### config.mk
export PLATFORM = sky130hd
export DESIGN_NAME = bin2bcd_seq
export DESIGN_NICKNAME = d
export VERILOG_FILES = /design/src/rtl/bin2bcd_pkg.sv /design/src/rtl/bcd_add3.sv /design/src/rtl/bin2bcd_seq.sv
export SDC_FILE = /design/constraint.sdc
export NUM_CORES = 1
export LEC_CHECK = 0
export BUFFER_PORTS_ARGS = -buffer_cell sky130_fd_sc_hd__buf_2
export CAP_MARGIN = 40
export CORE_ASPECT_RATIO = 0.9
export CORE_UTILIZATION = 50
export DETAILED_ROUTE_END_ITERATION = 8
export MAX_ROUTING_LAYER = met4
export PLACE_DENSITY_LB_ADDON = 0.12
export SLEW_MARGIN = 20
export SYNTH_ARGS = -nofsm -noshare
export SYNTH_HDL_FRONTEND = slang
export SYNTH_SLANG_ARGS = --single-unit
### constraint.sdc
create_clock -name clk -period 1.5 [get_ports clk]
set_input_delay 0.075 -clock clk [delete_from_list [all_inputs] [get_ports clk]]
set_output_delay 0.075 -clock clk [all_outputs]
set_load 0.05 [all_outputs]
### src/rtl/bin2bcd_pkg.sv
// Shared types and constants for the sequential binary-to-BCD converter.
// Defaults describe the 7-bit / 3-digit configuration.
package bin2bcd_pkg;

  typedef enum logic [1:0] {
    IDLE  = 2'd0,
    SHIFT = 2'd1,
    DONE  = 2'd2
  } state_e;

  localparam int BIN_W_DEF  = 7;
  localparam int DIGITS_DEF = 3;
  localparam int BCD_W_DEF  = DIGITS_DEF * 4;

  // Counter must hold BIN_W itself, not just BIN_W-1.
  function automatic int cnt_width(input int bin_w);
    return $clog2(bin_w + 1);
  endfunction

  localparam int CNT_W_DEF = cnt_width(BIN_W_DEF);

endpackage

### src/rtl/bcd_add3.sv
// Double-dabble nibble adjust: add 3 to a BCD digit that is 5 or more
// so the following left shift carries correctly into the next digit.
module bcd_add3 (
  input  logic [3:0] nib_i,
  output logic [3:0] nib_o
);

  assign nib_o = (nib_i >= 4'd5) ? nib_i + 4'd3 : nib_i;

endmodule

### src/rtl/bin2bcd_seq.sv
// Sequential binary-to-BCD converter using shift-and-add-3, one iteration
// per clock; result is published on bcd together with a one-cycle done pulse.
module bin2bcd_seq
  import bin2bcd_pkg::*;
#(
  parameter int BIN_W  = BIN_W_DEF,
  parameter int DIGITS = DIGITS_DEF
) (
  input  logic                  clk,
  input  logic                  rst,
  input  logic                  start,
  input  logic [BIN_W-1:0]      bin,
  output logic                  busy,
  output logic                  done,
  output logic [DIGITS*4-1:0]   bcd
);

  localparam int BCD_W = DIGITS * 4;
  localparam int CNT_W = cnt_width(BIN_W);

  state_e             state_q, state_d;
  logic [CNT_W-1:0]   cnt_q, cnt_d;
  logic [BIN_W-1:0]   shift_q, shift_d;
  logic [BCD_W-1:0]   scratch_q, scratch_d;
  logic [BCD_W-1:0]   bcd_q, bcd_d;
  logic               busy_q, busy_d;
  logic               done_q, done_d;

  logic [BCD_W-1:0]   adj;
  logic [BCD_W-1:0]   shifted;

  for (genvar g = 0; g < DIGITS; g++) begin : g_adj
    bcd_add3 u_add3 (
      .nib_i (scratch_q[g*4 +: 4]),
      .nib_o (adj[g*4 +: 4])
    );
  end

  // Adjusted digits shift left, pulling in the binary MSB.
  assign shifted = {adj[BCD_W-2:0], shift_q[BIN_W-1]};

  always_comb begin
    // NOTE: every variable gets a default first so no path can infer a latch.
    state_d   = state_q;
    cnt_d     = cnt_q;
    shift_d   = shift_q;
    scratch_d = scratch_q;
    bcd_d     = bcd_q;

    unique case (state_q)
      IDLE, DONE: begin
        if (start) begin
          shift_d   = bin;
          scratch_d = '0;
          cnt_d     = CNT_W'(BIN_W);
          state_d   = SHIFT;
        end else begin
          state_d   = IDLE;
        end
      end
      SHIFT: begin
        scratch_d = shifted;
        shift_d   = shift_q << 1;
        cnt_d     = cnt_q - CNT_W'(1);
        if (cnt_q == CNT_W'(1)) begin
          bcd_d   = shifted;
          state_d = DONE;
        end
      end
      default: state_d = IDLE;
    endcase

    busy_d = (state_d == SHIFT);
    done_d = (state_d == DONE);
  end

  // NOTE: sequential state uses non-blocking assignments so all registers
  // update together from values sampled before the edge.
  always_ff @(posedge clk) begin
    if (rst) begin
      state_q   <= IDLE;
      cnt_q     <= '0;
      shift_q   <= '0;
      scratch_q <= '0;
      bcd_q     <= '0;
      busy_q    <= 1'b0;
      done_q    <= 1'b0;
    end else begin
      state_q   <= state_d;
      cnt_q     <= cnt_d;
      shift_q   <= shift_d;
      scratch_q <= scratch_d;
      bcd_q     <= bcd_d;
      busy_q    <= busy_d;
      done_q    <= done_d;
    end
  end

  assign busy = busy_q;
  assign done = done_q;
  assign bcd  = bcd_q;

endmodule
[Word-level counts from Yosys, hierarchy flattened]
Cells that the tools add are included.
Storage, ports and cells
  logic and storage cells: 37
  output and inout port bits: 14
  bits in registers: 38
  input bits: 10
Operators by class
  add/subtract/negate cells: 4
  $lt $le $gt $ge: 3
  multiplexer cells: 12
  reductions and logical operators: 5
  eq/ne operators: 6
Operators with widths (count)
  12-bit case mux with 2 select lines: 1
  7-bit case mux with 2 select lines: 1
  4-bit by 3-bit greater-or-equal comparator with 1-bit output (second input constant): 3
  12-bit two-way mux: 1
  4-bit by 2-bit adder with 4-bit output (second input constant): 2
  4-bit two-way mux: 2
  7-bit two-way mux: 1
  3-bit two-way mux: 2
  3-bit case mux with 2 select lines: 1
  2-bit by 1-bit equality test with 1-bit output (second input constant): 2
  2-bit equality test (second input constant): 2
  2-bit case mux with 2 select lines: 1
  2-bit AND reduction: 2
  3-bit by 2-bit adder with 3-bit output (second input constant): 1
  3-bit by 1-bit equality test with 1-bit output (second input constant): 1
  3-bit by 1-bit subtractor with 3-bit output (second input constant): 1
  2-bit zero test: 1
  2-bit two-way mux: 1
  2-bit inequality test (second input constant): 1
  2-bit nonzero test: 1
  2-bit OR reduction: 1
  1-bit two-way mux: 1

[Longest topological paths before layout]
Gate-level depths: netlist of the first run.
  depth after elaboration: 4
  depth in mapped cells: 6
  gate-level depth less buffers: 6

[By module]
Synthesis of the first run repeated with hierarchy kept, for this count alone.
Second synthesis, totals
  cell total of the unflattened synthesis: 198
  area, all modules: 1715.4 um^2
Modules (own cells, without submodules)
  bin2bcd_seq: seq. area each 760.7 um^2, instances 1, cells an instance 150, area each 1411.4 um^2
  bcd_add3: seq. area each 0.0 um^2, instances 3, cells an instance 16, area each 101.3 um^2

[Least setup slack after synthesis of the first run]
OpenSTA, ideal clock, no wires.
  path kind: register -> register
  start point: register scratch_q[4]
  end point: register scratch_q[6]
  required time: 1425 ps
  library setup time: 75 ps
  setup slack: 48 ps
  arrival time: 1377 ps
  stages on the path, launching flop included: 7
  path buffers: 0
  clock period less this slack: 1452 ps
  cell sequence: dfxtp_1 -> inv_1 -> ha_1 -> nand2b_1 -> a21oi_1 -> mux2_2 -> o22ai_1
On the way
  word-level cells in the longest chain between the ends: 3
  elaborated cells between the ends (all ways): 4
  classes of those cells: 1 x add/sub; 1 x order compare; 2 x mux
Ends and longest elaborated chain
  from (decl): line bin2bcd_seq.sv:24  | logic [BCD_W-1:0] scratch_q, scratch_d;
  from (signal assigned): line bin2bcd_seq.sv:92  | scratch_q <= scratch_d;
  4-bit by 2-bit adder with 4-bit output or 4-bit by 3-bit greater-or-equal comparator with 1-bit output (tied branches): line bcd_add3.sv:8  | assign nib_o = (nib_i >= 4'd5) ? nib_i + 4'd3 : nib_i;
  4-bit two-way mux (*): line bcd_add3.sv:8
  12-bit case mux with 2 select lines (*): line bin2bcd_seq.sv:50  | unique case (state_q)
Mark *: on every way between the ends. The rest lies on a longest branch, timed or not.
A chain may end at the register's enable or synchronous reset.

[Worst setup path in the final report of the first run]
  start point: register scratch_q[1]
  end point: register scratch_q[2]
Same word-level chain as after synthesis.

==> results of run 1 <==
==> power groups by stage <==
stage	sequential [mW]	clock, mW	combinational, mW
CTS	1.08	0.730	0.292
finish	1.08	0.713	0.302
global placement	1.10	0	0.284
global route	1.08	0.776	0.328
detailed placement	1.10	0	0.291
floorplan	1.14	0	0.177
==> layout by cell type, fill, tap and decap left out, drive strengths merged <==
| cell type | n |
|---|---|
| a211oi | 11 |
| a21oi | 12 |
| a221oi | 1 |
| a22oi | 2 |
| a311oi | 1 |
| and2b | 1 |
| buf | 39 |
| clkbuf | 7 |
| clkinv | 1 |
| dfxtp | 38 |
| ha | 8 |
| inv | 10 |
| mux2 | 3 |
| mux2i | 7 |
| nand2 | 4 |
| nand2b | 12 |
| nand3 | 3 |
| nand3b | 3 |
| nor2 | 21 |
| nor2b | 1 |
| nor3 | 3 |
| nor3b | 4 |
| o21ai | 5 |
| o22ai | 14 |
| or3 | 7 |
| xnor2 | 3 |
==> final cells by class <==
cell class                 instances  area [um2]
fill                             270        1023
multi-input combinational        126       933.4
sequential                        38       764.5
inverter                          10       37.54
clock inverter                     1       5.005
tap                               42       52.55
clock buffer                       7       86.33
timing repair buffer              39       235.2
==> registers in the layout, summed over array words and instances (netlist names) <==
signal,count
bcd,12
scratch_q,12
shift_q,7
cnt_q,3
state_q,2
busy,1
done,1
==> layer usage <==
metal | up-vias | global-route usage | share of wire
met3 | 2 | 0.05800 | 0.036
met2 | 42 | 0.3708 | 0.50
met4 | 0 | 0.1039 | 0.0080
met5 | - | - | 0
li1 | 726 | - | -
met1 | 688 | 0.2550 | 0.45
==> what timing repair did <==
action | 4_1_cts | 5_1_grt
setup endpoints to repair | 4 | 16
setup buffers | 1 | 0
pin swaps | 2 | 3
gates resized for setup | 2 | 25
==> how the worst min path moves through the flow <==
stage          slack (ns)                      end  depth (start not counted)   start
2_1_floorplan        0.24  shift_q[0]$_SDFFE_PP0P_                          2  bin[0]
3_3_place_gp         0.33  shift_q[0]$_SDFFE_PP0P_                          3  bin[0]
3_5_place_dp         0.34  shift_q[0]$_SDFFE_PP0P_                          3  bin[0]
4_1_cts              0.05  shift_q[0]$_SDFFE_PP0P_                          3  bin[0]
5_1_grt              0.07  shift_q[0]$_SDFFE_PP0P_                          3  bin[0]
6_report             0.05  shift_q[0]$_SDFFE_PP0P_                          3  bin[0]
==> synthesized netlist by cell type <==
master / n
a211oi_1: 11
a21oi_1: 12
a221oi_1: 1
a22oi_1: 2
a311oi_1: 1
and2b_1: 1
buf_2: 6
buf_4: 2
clkbuf_1: 4
dfxtp_1: 38
ha_1: 8
inv_1: 9
inv_2: 1
mux2_1: 1
mux2_2: 2
mux2i_1: 7
nand2_1: 4
nand2b_1: 11
nand2b_4: 1
nand3_1: 3
nand3b_1: 3
nor2_1: 19
nor2_2: 2
nor2b_1: 1
nor3_1: 3
nor3b_1: 4
o21ai_0: 3
o21ai_1: 2
o22ai_1: 14
or3_1: 7
xnor2_1: 3
==> per-stage QoR <==
| step | hold WS, ns | total power, mW | std cells |
|---|---|---|---|
| floorplan | 0.2358 | 1.313 | 186 |
| global placement | 0.3307 | 1.384 | 254 |
| detailed placement | 0.3388 | 1.393 | 254 |
| CTS | 0.04574 | 2.101 | 263 |
| global route | 0.07416 | 2.188 | 263 |
| finish | 0.04683 | 2.094 | 263 |
==> logic make-up (layout without fill, tap and decap cells) <==
family	count (synthesis)	in the layout	share of synthesized area
buf+inv	22	57	0.05747
flops	38	38	0.4480
fa+ha+maj	8	8	0.05896
mux	10	10	0.06116
xor+xnor	3	3	0.01548
compound gates	46	46	0.1695
simple gates	59	59	0.1894
==> worst max-delay path: cells and delay by family, from the launching register on <==
| family | cells | cell delay, ns |
|---|---|---|
| multiplexers | 1 | 0.32 |
| adder cells (fa/ha/maj) | 1 | 0.18 |
| flip-flops | 1 | 0.34 |
| AND/OR/NAND/NOR | 1 | 0.15 |
| buffers and inverters | 1 | 0.06 |
| AO/OA/AOI/OAI | 2 | 0.31 |
==> summary.txt, run 1 <==
Power and ir drop
  • Int Pwr: ~1.5 mW
  • Leakage: 0.8510 nW
  • Net Switching: 0.5490 mW
  • Pwr Density: 990.4 mW/mm2
  • Peak VDD IR: 864.6 uV
  • Sw Ratio: 0.2621
  • Comb power frac: 0.144
  • Clk pwr share: 0.340
  • Seq pwr share: 0.515

Die
  • Die height: 57.29 um
  • Core ar.: between 0.003 and 0.004 mm2
  • FP Rows: 19
  • Die area: 0.003633 mm2
  • Top Ports: 24
  • Starting density of the core: 0.5411
  • Chip width: roughly 63 um

Drt
  • DR DRC count: 0
  • WL per Instance: 13.72 um
  • Routed Antenna Nets: 0
  • DR vias/cell: between 5 and 6
  • Drt pass-1 iters: 4
  • Initial DRC count: 65
  • Final WL: approximately 3.6 mm
  • Via count: 1458

Worst setup path
  • Max incr delay on CP: 0.34 ns
  • Worst endpoint required time: 1.71 ns
  • Crit-path cells: inv_2 -> ha_1 -> nand2b_4 -> a21oi_4 -> mux2_4 -> o22ai_1
  • Worst setup EP type: flip-flop
  • R2r setup slk: between 0.05 and 0.06 ns
  • CP startpoint kind: flip-flop
  • R2R Path End: scratch_q[2]$_SDFFE_PP0P_
  • R2R Path Start: scratch_q[1]$_SDFFE_PP0P_
  • CP Max Fanout: 4
  • Worst Setup Path Type: flip-flop to flip-flop
  • CP Launch Point: scratch_q[1]$_SDFFE_PP0P_
  • Slowest cell on crit path: dfxtp_2
  • R2R depth: 6
  • Crit path to: scratch_q[2]$_SDFFE_PP0P_
  • Arrival @ worst endpoint: 1.65 ns

Logic synthesis
  • Yosys reg bits: 38
  • Ranking of synthesized cells by area: dfxtp_1 (45%), ha_1 (5.9%), o22ai_1 (5.2%)
  • Library cells used by synthesis: 31
  • Mapped Nets: 204
  • Synthesized area per cell: between 9 and 10 um2
  • Synth area leader: dfxtp_1
  • Mapped Cells: between 150 and 200
  • Register area share after synthesis: 0.4480
  • Yosys warnings: 0
  • Area of the mapped netlist: ~0.0017 mm2
  • Yosys top cell area share: 0.4480

Placement
  • Dpl ws: -0.07880 ns
  • RePlAce Congestion: 0.7745
  • DP Area: 0.001918 mm2
  • # port buffers: 23
  • Detailed placement HPWL: 2.489 mm

Layout
  • Synthesis-to-finish area growth: 24.54%
  • Diodes inserted: 0
  • Share of layout cells above drive strength 1: 0.3303
  • Post-layout net count: 238
  • Final Core Density: 0.6738
  • Design area: 0.002115 mm2

Timing
  • Final Setup Violations: 0
  • Fin. max-slew vios: 0
  • Clock skew: 0.004016 ns
  • Final Hold Fails: 0
  • PnR worst setup slack: ~0.057 ns
  • Worst slew pin tran: 0.3909 ns
  • Final Critical Period: ~1.4 ns
  • Max transition margin: 0.7394
  • Tcrit/Tclk final: 0.9622
  • Setup TNS: 0 ns
  • Fmax: 0.6929 GHz

CTS
  • Clk sinks: 38
  • Clk root buf: clkbuf_8
  • CTS tree: built
  • Cts bufs inserted: 5
  • Max clock buf depth: 2
  • Clk_lat worst skew: 0.28 ns
  • Clk slew on worst S/H paths: 0.07 ns
  • # H-tree levels: 2
  • Cts hold-fix bufs: 0

GRT
  • Initial antenna violation count: 0
  • Largest net degree at the start of global routing: 28
  • Global-route wire length before repair: between 6 and 7 mm
  • GRT overflow: 0
  • Vias in the first global route: 1352
  • Tot GR Track Use: 0.2246

Hold path
  • HP Class: input pin to flip-flop

Run status
  • Outcome: finished clean

Job
  • Max-cap violations: 0
Power figures use the tool's default switching activity.
==> inputs of run 2 (changes only) <==
- CELL_PAD_IN_SITES_DETAIL_PLACEMENT: unset -> 1
- CELL_PAD_IN_SITES_GLOBAL_PLACEMENT: unset -> 1
- CORE_UTILIZATION: 50 -> 38
- PLACE_DENSITY_LB_ADDON: 0.12 -> 0.1
==> summary.txt, run 2 (synthesis results as in run 1) <==
Run status
  • Outcome: finished clean

Drt
  • DR DRC count: 0
  • DR vias/cell: 5.119
  • Via count: 1423
  • Final WL: 4.299 mm
  • WL per Instance: 15.46 um
  • Drt pass-1 iters: 4
  • Initial DRC count: 37
  • Routed Antenna Nets: 0

Worst setup path
  • Crit path buffers/inverters: 1
  • Max incr delay on CP: 0.35 ns
  • Worst setup EP type: flip-flop
  • Crit-path leading delay family: flip-flops
  • Crit-path cells: inv_1 -> ha_2 -> nand2b_4 -> a21oi_4 -> mux2_4 -> o22ai_1
  • Arrival @ worst endpoint: ~1.7 ns
  • Worst Setup Path Type: flip-flop to flip-flop
  • CP startpoint kind: flip-flop
  • CP Max Fanout: 4
  • Worst endpoint required time: around 1.7 ns
  • Slowest cell on crit path: dfxtp_2

Die
  • Core ar.: 0.004184 mm2
  • Top Ports: 24
  • Die area: 0.004740 mm2
  • Chip width: 72.46 um
  • Die height: around 65 um
  • FP Rows: 22
  • Starting density of the core: 0.4058

Timing
  • Clock skew: 0.01288 ns
  • Worst slew pin tran: 0.3820 ns
  • Final Critical Period: 1.440 ns
  • Tcrit/Tclk final: 0.9599
  • Fin. max-slew vios: 0
  • Final Hold Fails: 0
  • Final Setup Violations: 0
  • Hold WS: 0.04702 ns
  • Max transition margin: 0.7451
  • Setup TNS: 0 ns
  • Fmax: 0.6945 GHz

GRT
  • GRT overflow: 0
  • Global-route wire length before repair: 6.969 mm
  • Initial antenna violation count: 0
  • Tot GR Track Use: 0.2011
  • Largest net degree at the start of global routing: 28
  • Vias in the first global route: between 1500 and 2000

Job
  • Max-cap violations: 0

Power and ir drop
  • Pwr Density: 979.7 mW/mm2
  • Peak VDD IR: roughly 640 uV
  • Leakage: around 0.85 nW

Layout
  • Synthesis-to-finish area growth: 27.12%
  • Fin cells: 278
  • Share of layout cells above drive strength 1: 0.3440
  • Most frequent cells in the layout: dfxtp_1 (34), buf_2 (23), nor2_1 (19), buf_4 (13), o22ai_1 (11)
  • Design area: 0.002158 mm2
  • Diodes inserted: 0
  • Commonest non-fill, non-tap cell in the layout: dfxtp_1
  • Post-layout net count: around 240
  • Final Core Density: 0.5158

CTS
  • Cts bufs inserted: 5
  • Clk sinks: 38
  • Max clock buf depth: 2
  • Clk_lat worst skew: 0.29 ns
  • Clk root buf: clkbuf_8
  • Clk slew on worst S/H paths: 0.08 ns
  • CTS tree: built
  • # H-tree levels: 2
  • Cts hold-fix bufs: 0
  • # Post-CTS Setup Buffers: 0

Placement
  • Detailed placement HPWL: approximately 2.8 mm
  • RePlAce Congestion: 0.7640
  • DP Area: 0.001926 mm2
  • # port buffers: 23
  • DP Cell Count: 270

Hold path
  • HP Class: input pin to flip-flop
-- run 2: repair_timing --
action                     CTS  global route
pin swaps                    3             5
setup endpoints to repair    6            17
gates resized for setup      5            28
-- run 2: metal layers --
metal	track usage	routed length [um]
met5	-	0
met1	0.2242	2057
met4	0.06863	38
met3	0.03681	104
met2	0.3610	2100
-- run 2: cell type report --
| cell class | count | area [um2] |
|---|---|---|
| Tap cell | 60 | 75.07 |
| Inverter | 10 | 37.54 |
| Fill cell | 500 | 2026 |
| Sequential cell | 38 | 765.7 |
| Multi-Input combinational cell | 126 | 975.9 |
| Timing Repair Buffer | 36 | 212.7 |
| Clock inverter | 1 | 5.005 |
| Clock buffer | 7 | 86.33 |
-- run 2: through the flow --
step / setup slack [ns] / total power [mW]
after floorplan: 0.04786 / 1.313
after global placement: 0.02340 / 1.381
after detailed placement: -0.06500 / 1.393
after CTS: 0.001840 / 2.110
after global routing: -0.006198 / 2.210
final: 0.06016 / 2.115
-- run 2: worst paths after layout --
path                              from                         to  slack, ns  cells after the start
max          scratch_q[0]$_SDFFE_PP0P_  scratch_q[2]$_SDFFE_PP0P_       0.06                      6
min                             bin[0]    shift_q[0]$_SDFFE_PP0P_       0.05                      3
max reg2reg  scratch_q[0]$_SDFFE_PP0P_  scratch_q[2]$_SDFFE_PP0P_       0.06                      6
min reg2reg    shift_q[2]$_SDFFE_PP0P_    shift_q[3]$_SDFFE_PP0P_       0.49                      2
-- run 2: tightest hold or removal path, cell delays in order --
cell and delay (ns):
buf_2 0.07, a22oi_1 0.06, nor2_1 0.08
-- run 2: where the power goes --
group / total [mW] / internal (mW) / leakage [nW] / switching (mW)
logic: 0.300 / 0.111 / 0.489 / 0.189
registers: 1.08 / 1.06 / 0.311 / 0.0246
clock network: 0.734 / 0.371 / 0.0482 / 0.363
total: 2.11 / 1.54 / 0.849 / 0.577
